[src/rtl/rv32i_pkg.sv]
// Shared RV32I pipeline types and constants.
// The IF/ID entry layout here is consumed directly by decode.
package rv32i_pkg;

    localparam logic [31:0] NOP_INSTR        = 32'h0000_0013;
    localparam logic [31:0] RESET_PC_DEFAULT = 32'h0000_0000;

    typedef struct packed {
        logic        valid;
        logic [31:0] instr;
        logic [31:0] pc;
        logic [31:0] pc_plus4;
        logic        fault;
    } if_id_t;

    function automatic logic [31:0] pc_inc(input logic [31:0] pc);
        return pc + 32'd4;
    endfunction

endpackage

[src/rtl/pc_reg.sv]
// Program counter with next-PC selection: redirect, then stall, then +4.
// Misaligned redirect targets are loaded unchanged; faults are flagged downstream.
module pc_reg
    import rv32i_pkg::*;
#(
    parameter logic [31:0] RESET_PC = RESET_PC_DEFAULT
) (
    input  logic        clk,
    input  logic        rst_n,
    input  logic        stall,
    input  logic        redirect_valid,
    input  logic [31:0] redirect_pc,
    output logic [31:0] pc_q
);

    logic [31:0] pc_d;

    always_comb begin
        pc_d = pc_inc(pc_q);
        if (redirect_valid) begin
            pc_d = redirect_pc;
        end else if (stall) begin
            pc_d = pc_q;
        end
    end

    always_ff @(posedge clk or negedge rst_n) begin
        if (!rst_n) begin
            pc_q <= RESET_PC;
        end else begin
            pc_q <= pc_d;
        end
    end

endmodule

[src/rtl/if_stage.sv]
// Instruction fetch stage: owns the PC, drives the zero-latency instruction
// memory and registers the fetched word into IF/ID with fault and count tracking.
module if_stage
    import rv32i_pkg::*;
#(
    parameter logic [31:0] RESET_PC   = RESET_PC_DEFAULT,
    parameter int          IMEM_WORDS = 64
) (
    input  logic        clk,
    input  logic        rst_n,
    output logic [31:0] imem_addr,
    input  logic [31:0] imem_rdata,
    input  logic        stall_f,
    input  logic        flush_d,
    input  logic        redirect_valid,
    input  logic [31:0] redirect_pc,
    output logic        id_valid,
    output logic [31:0] id_instr,
    output logic [31:0] id_pc,
    output logic [31:0] id_pc_plus4,
    output logic        id_fault,
    output logic [31:0] fetch_count
);

    localparam logic [29:0] IMEM_LIMIT = 30'(IMEM_WORDS);
    localparam if_id_t ID_RESET = '{valid: 1'b0, instr: NOP_INSTR, pc: 32'h0,
                                    pc_plus4: 32'h0, fault: 1'b0};

    logic [31:0] pc_q;
    logic [31:0] count_q;
    logic        accept;
    logic        fault;
    if_id_t      id_q;
    if_id_t      id_d;

    pc_reg #(
        .RESET_PC(RESET_PC)
    ) u_pc_reg (
        .clk           (clk),
        .rst_n         (rst_n),
        .stall         (stall_f),
        .redirect_valid(redirect_valid),
        .redirect_pc   (redirect_pc),
        .pc_q          (pc_q)
    );

    assign imem_addr = pc_q;
    assign fault     = (pc_q[1:0] != 2'b00) || (pc_q[31:2] >= IMEM_LIMIT);

    // A bubble keeps the old pc fields so decode still sees a coherent entry.
    always_comb begin
        id_d   = id_q;
        accept = 1'b0;
        if (redirect_valid || flush_d) begin
            id_d.valid = 1'b0;
            id_d.instr = NOP_INSTR;
            id_d.fault = 1'b0;
        end else if (!stall_f) begin
            id_d.valid    = 1'b1;
            id_d.instr    = imem_rdata;
            id_d.pc       = pc_q;
            id_d.pc_plus4 = pc_inc(pc_q);
            id_d.fault    = fault;
            accept        = 1'b1;
        end
    end

    always_ff @(posedge clk or negedge rst_n) begin
        if (!rst_n) begin
            id_q    <= ID_RESET;
            count_q <= 32'h0;
        end else begin
            id_q <= id_d;
            if (accept) begin
                count_q <= count_q + 32'd1;
            end
        end
    end

    assign id_valid    = id_q.valid;
    assign id_instr    = id_q.instr;
    assign id_pc       = id_q.pc;
    assign id_pc_plus4 = id_q.pc_plus4;
    assign id_fault    = id_q.fault;
    assign fetch_count = count_q;

endmodule

[config.mk]
export PLATFORM = sky130hd
export DESIGN_NAME = if_stage
export DESIGN_NICKNAME = d
export VERILOG_FILES = /design/src/rtl/rv32i_pkg.sv /design/src/rtl/pc_reg.sv /design/src/rtl/if_stage.sv
export SDC_FILE = /design/constraint.sdc
export NUM_CORES = 1
export LEC_CHECK = 0
export CORE_MARGIN = 4
export CORE_UTILIZATION = 47
export DETAILED_ROUTE_END_ITERATION = 7
export MAX_ROUTING_LAYER = met4
export PLACE_DENSITY = 0.81
export SETUP_SLACK_MARGIN = 0.02
export SYNTH_ARGS = -nofsm -noshare
export SYNTH_HDL_FRONTEND = slang
export SYNTH_HIERARCHICAL = 1
export SYNTH_SLANG_ARGS = --single-unit
[constraint.sdc]
create_clock -name clk -period 2.5 [get_ports clk]
set_input_delay 0.25 -clock clk [delete_from_list [all_inputs] [get_ports clk]]
set_output_delay 0.25 -clock clk [all_outputs]
set_load 0.005 [all_outputs]
==> results of run 1 <==
[worst max-delay path by stage]
stage / start / to / slack (ns) / depth (start not counted)
3_3_place_gp: stall_f / u_pc_reg/pc_q[29]$_DFFE_PN0N_ / 0.28 / 5
4_1_cts: u_pc_reg/pc_q[7]$_DFFE_PN0N_ / id_pc_plus4[21]$_DFFE_PN0P_ / 0.42 / 6
5_1_grt: u_pc_reg/pc_q[3]$_DFFE_PN0N_ / u_pc_reg/pc_q[30]$_DFFE_PN0N_ / 0.30 / 5
2_1_floorplan: u_pc_reg/pc_q[7]$_DFFE_PN0N_ / u_pc_reg/pc_q[25]$_DFFE_PN0N_ / 0.52 / 5
3_5_place_dp: stall_f / u_pc_reg/pc_q[31]$_DFFE_PN0N_ / 0.24 / 5
6_report: u_pc_reg/pc_q[7]$_DFFE_PN0N_ / u_pc_reg/pc_q[28]$_DFFE_PN0N_ / 0.43 / 4
[routing by layer]
metal / global-route usage (%) / vias to the layer above
met3: 6.04 / 28
met1: 32.9 / 3174
met5: - / -
met2: 39.3 / 226
li1: - / 3074
met4: 7.37 / 0
[timing repair]
action                     4_1_cts  5_1_grt
setup buffers                    0        0
setup endpoints to repair        0        0
hold endpoints to repair        57        0
hold buffers                     1        0
[synth_stat cells (2+ instances only)]
library cell / instances / area share, %
nor4_1: 11 / 0.93
nand4b_1: 2 / 0.24
o21ai_2: 2 / 0.24
or4_1: 12 / 1.2
a22o_1: 30 / 3.5
nor3_2: 4 / 0.54
o21ai_1: 9 / 0.61
mux2_2: 2 / 0.30
xnor2_1: 56 / 6.6
or3_1: 5 / 0.42
inv_1: 11 / 0.56
dfstp_2: 3 / 1.1
o22a_1: 3 / 0.35
and3_1: 16 / 1.3
or4_4: 3 / 0.45
nand3_1: 25 / 1.7
nor2_1: 26 / 1.3
buf_6: 4 / 0.61
nand4_1: 20 / 1.7
o21ai_0: 40 / 2.7
clkbuf_1: 25 / 1.3
xor2_1: 16 / 1.9
a31oi_1: 16 / 1.3
nor3_1: 9 / 0.61
buf_4: 3 / 0.30
nor4_2: 2 / 0.34
and2_1: 4 / 0.34
buf_1: 3 / 0.15
buf_2: 3 / 0.20
ha_1: 4 / 0.67
nor4b_1: 2 / 0.24
nand2_1: 171 / 8.6
and4_1: 8 / 0.94
nand4_4: 2 / 0.57
dfrtp_1: 157 / 53
o31ai_1: 11 / 1.1
[sequential cells by signal (all words and copies together), names as in the netlist]
name,count
id_fault,1
id_valid,1
fetch_count,32
u_pc_reg/pc_q,32
id_instr,32
id_pc_plus4,30
id_pc,32
[worst register-to-register path, stage by stage (launching register included)]
cell and delay [ns]:
dfrtp_1 0.50, nand3_2 0.19, or4_4 0.63, or4_1 0.49, a31oi_1 0.17
[cells by family after synthesis]
group | after synthesis | synth area share [%]
flip-flops | 160 | 53.9
XOR/XNOR | 72 | 8.48
multiplexers | 3 | 0.438
buffers and inverters | 49 | 3.08
adder cells (fa/ha/maj) | 4 | 0.673
AO/OA/AOI/OAI | 114 | 10.2
AND/OR/NAND/NOR | 333 | 23.2
[final cells by class]
class | count | area, um^2
flip-flops and latches | 160 | 4010
fillers | 1194 | 4730
multi-input cells | 526 | 3210
inverters | 11 | 41.3
clock inverters | 13 | 106
repair buffers | 259 | 2560
clock buffers | 19 | 453
well taps | 211 | 264
[per-stage QoR]
stage	utilization, %	instances	hold slack (ns)	power [mW]
finish	69.2	1199	0.380	7.03
global route	69.2	1199	0.390	7.34
CTS	69.2	1199	0.366	7.10
detailed placement	65.5	1166	0.269	4.62
global placement	65.5	1166	0.265	4.59
floorplan	-	735	-0.0456	3.62
[power by group]
| part | internal (mW) | switching [mW] |
|---|---|---|
| clock network | 1.34 | 1.11 |
| registers | 2.87 | 0.271 |
| logic | 0.832 | 0.603 |
==> metrics.yaml, run 1 <==
floorplanning:
  die_h_um: 134
  num_io_pins: 231
  die_area_mm2: 0.0179
  die_w_um: 134
  start_util_pct: 48.4
  core_mm2: 0.0154
  rows: 45
layout:
  drive_above_1_share_pct: 9.01
  final_common_cell: "clkdlybuf4s50_1"
  antenna_cells: 0
  design_area_mm2: 0.0106
  area_growth_pct: 43.1
  layout_common_cells: "clkdlybuf4s50_1, nand2_1, dfrtp_1"
  nNetsFinal: 1048
power:
  power.density_mw_per_mm2: 660
  power.leakage_nw: 4.50
  vdd_drop_max_v: 0.000465
job:
  maxCapViolCount: 0
place:
  io_buffers: 230
  place_hpwl_mm: 15.3
  gp_congestion: 0.916
  dpl_cell_area_mm2: 0.0101
  place_ws_ns: 0.243
global_route:
  antenna_found_initial: 0
  grtUsageTotal_pct: 25.2
  grt_pass1_wl_mm: 34.8
  grt_pass1_vias: 6496
  gr-total-overflow: 0
  grt_max_degree: 63
clock_tree:
  cts.htree.levels: 4
  numCtsBuffers: 17
  clock_path_buffers: 2
  root_buffer: "clkbuf_16"
  clk-insertion-delay-late_ns: 0.43
  tritoncts: "yes"
  path_clk_slew_ns: 0.07
  cts-resized-gates: 0
  cts_sinks: 160
drt:
  drc: 0
  highest_layer: "met4"
  route.detailed.wl_per_inst_um: 18.1
  first_iter_violations: 495
  num_vias: 6502
  route.met2.wl_mm: 10.6
  vias_per_cell: 5.42
  detail-route-antenna-nets: 0
  wl_met1_mm: 9.38
  drt_first_pass_iters: 5
  routed_wl_mm: 21.7
  dr_wl_met3_mm: 1.40
worst_setup_path:
  cp_cell_sequence: "nand3_2, or4_4, or4_1, a31oi_1"
  reg2reg_depth: 4
  critical_path_arrival_ns: 2.41
  slowest_stage: "or4_4"
  r2r_slack_ns: 0.43
  endpoint_kind: "flop"
  crit_type: "flop to flop"
  worstPathRequired_ns: 2.85
  critPathTopFamily: "simple AND/OR/NAND/NOR gates"
  crit_path_start_kind: "flop"
  r2r_end: "u_pc_reg/pc_q[28]$_DFFE_PN0N_"
  critPathMaxStageDelay_ns: 0.63
  reg2reg_from: "u_pc_reg/pc_q[7]$_DFFE_PN0N_"
  cp_num_buf_inv: 0
  worstPathMaxFanout: 12
sta:
  grt_setup_unrepaired: "false"
  setup_slack_ns: 0.435
  tightestPinTransition_ns: 0.868
  final_max_slew_viol_count: 0
  clock.fmax_mhz: 484
  finalClockSkew_ns: 0.0123
  tns_ns: 0
  timing_hold_violations_final: 0
  final.min_clock_period_ns: 2.07
  finalCritPeriodShare_pct: 82.6
  relSlewSlack_pct: 42.1
  finalSetupViolCount: 0
worst_hold_path:
  hp-class: "input pin to async pin"
logic_synthesis:
  synth_warnings: 6
  syn_inst: 735
  avgSynthCellArea_um2: 10.1
  synth.ff_latch_count: 160
  synth_nets: 808
  synth_flop_cell: "dfrtp_1"
  async_flop_share_pct: 100
  synth_cell_type_count: 51
  ys_seq_area_share_pct: 53.9
  synth_edf_count: 0
  synth.cell_area_mm2: 0.00743
outcome:
  status: "completed"
Note: power is estimated with default switching activity, not from simulation.
==> run 2, diff against run 1 <==
- CORE_UTILIZATION: 47 -> 43
- PLACE_DENSITY: 0.81 -> 0.78
- clock period: 2.5 -> 1.7 ns (I/O delays scaled with it)
==> run 2 against run 1 <==
Compared with the run above: the run now ends with setup timing left; core utilization increased by 2.9 points; clock power increased by 62%; critical path depth increased by 4; hold slack got worse by 0.17 ns; flip-flop and latch count unchanged; critical endpoint is now id_pc_plus4[26]$_DFFE_PN0P_.
==> metrics.yaml, run 2 (synthesis gave the netlist of run 1 again) <==
place:
  io_buffers: 230
  place_hpwl_mm: 16.6
  gp_congestion: 0.915
  place_inst: 1252
  place_ws_ns: -0.427
  dpl_cell_area_mm2: 0.0107
worst_setup_path:
  cp_cell_sequence: "buf_4, buf_6, ha_4, and4_4, nand4_4, nor4_4, xnor2_1, o21ai_1"
  crit_type: "flop to flop"
  worstPathMaxFanout: 4
  cp_num_buf_inv: 2
  critPathMaxStageDelay_ns: 0.38
  crit_path_start_kind: "flop"
  worstPathRequired_ns: 2.00
  endpoint_kind: "flop"
  critPathTopFamily: "simple AND/OR/NAND/NOR gates"
  slowest_stage: "dfrtp_2"
  critical_path_arrival_ns: 2.17
outcome:
  violations: "setup timing"
  status: "complete, but fails checks"
floorplanning:
  die_h_um: 139
  die_area_mm2: 0.0195
  die_w_um: 139
  start_util_pct: 44.4
  rows: 47
  core_mm2: 0.0168
  num_io_pins: 231
clock_tree:
  numCtsBuffers: 17
  clock_path_buffers: 2
  cts.htree.levels: 4
  cts_sinks: 160
  tritoncts: "yes"
  clk-insertion-delay-late_ns: 0.43
  path_clk_slew_ns: 0.07
  root_buffer: "clkbuf_16"
sta:
  clock.fmax_mhz: 535
  grt_setup_unrepaired: "true"
  finalClockSkew_ns: 0.0117
  tns_ns: -2.03
  finalSetupViolCount: 25
  setup_slack_ns: -0.168
  timing_hold_violations_final: 0
  holdWs_ns: 0.207
  relSlewSlack_pct: 65.0
  finalCritPeriodShare_pct: 110
  final.min_clock_period_ns: 1.87
  final_max_slew_viol_count: 0
  tightestPinTransition_ns: 0.521
global_route:
  antenna_found_initial: 0
  gr-total-overflow: 0
  grt_pass1_wl_mm: 36.4
  grt_max_degree: 52
  grtUsageTotal_pct: 23.7
  grt_pass1_vias: 6943
worst_hold_path:
  hp-class: "input pin to async pin"
power:
  power.leakage_nw: 5.39
  power.density_mw_per_mm2: 919
  vdd_drop_max_v: 0.000771
layout:
  drive_above_1_share_pct: 24.2
  area_growth_pct: 62.5
  design_area_mm2: 0.0121
  final_common_cell: "clkdlybuf4s50_1"
  nNetsFinal: 1169
  antenna_cells: 0
  fin_cells: 1329
  layout_common_cells: "clkdlybuf4s50_1, nand2_1, dfrtp_1"
drt:
  route.detailed.wl_per_inst_um: 18.1
  first_iter_violations: 458
  drc: 0
  num_vias: 7099
  detail-route-antenna-nets: 0
  routed_wl_mm: 24.1
  vias_per_cell: 5.34
  drt_first_pass_iters: 5
job:
  maxCapViolCount: 0
## run 2: changes by cell type in the layout (fill, tap and decap cells not counted), sizes merged, moves of 2 or more
cell | before | now
buf | 29 | 148
bufinv | 0 | 3
clkbuf | 19 | 17
clkdlybuf4s15 | 0 | 3
clkdlybuf4s50 | 229 | 209
dlygate4sd2 | 0 | 8
dlymetal6s2s | 0 | 9
or4 | 16 | 18
## run 2: routing by layer
metal	global-route usage, %	vias to the layer above	share of wire [%]
li1	-	3320	-
met1	30.9	3477	43
met2	38.0	258	50
met3	3.84	44	5.3
met4	8.14	0	2.5
met5	-	-	0
## run 2: timing repair
| item | 4_1_cts | 5_1_grt |
|---|---|---|
| endpoints found under the hold margin | 37 | 0 |
| setup buffers | 15 | 27 |
| endpoints found under the setup margin | 52 | 64 |
| cloned | 2 | 1 |
| pin swaps | 12 | 38 |
| hold buffers | 1 | 0 |
| gates resized for setup | 33 | 75 |
## run 2: path summary, 6_finish.rpt
check | startpoint | end | slack (ns) | cells after the start
hold / removal | rst_n | id_pc[17]$_DFFE_PN0P_ | 0.21 | 2
setup reg to reg | u_pc_reg/pc_q[3]$_DFFE_PN0N_ | id_pc_plus4[26]$_DFFE_PN0P_ | -0.17 | 8
hold reg to reg | id_pc[25]$_DFFE_PN0P_ | id_pc[25]$_DFFE_PN0P_ | 0.48 | 2
min in group clk | redirect_pc[4] | u_pc_reg/pc_q[4]$_DFFE_PN0N_ | 0.30 | 3
setup / recovery | u_pc_reg/pc_q[3]$_DFFE_PN0N_ | id_pc_plus4[26]$_DFFE_PN0P_ | -0.17 | 8
max in group asynchronous | rst_n | id_instr[1]$_DFFE_PN1P_ | 0.81 | 3
## run 2: per-stage QoR
stage               power [mW]  utilization (%)
CTS                       11.0             68.9
global route              11.6             72.1
finish                    11.1             72.1
global placement          6.94             64.1
detailed placement        7.00             64.1
floorplan                 5.33                -
## run 2: where the power goes
part,switching [mW],internal (mW),total (mW)
registers,0.349,4.24,4.59
clock network,1.65,2.33,3.98
logic,1.06,1.48,2.54
total,3.05,8.05,11.1
## run 2: cell type report
type	instances	area, um^2
multi-input combinational	528	3520
inverter	11	41.3
clock buffer	17	425
sequential	160	4040
timing repair buffer	378	3600
tap	220	275
clock inverter	15	183
fill	1211	4680
==> run 3, diff against run 2 <==
- SLEW_MARGIN: unset -> 20
==> results of run 3 <==
Final layout, timing and power as in run 2 (identical DEF).
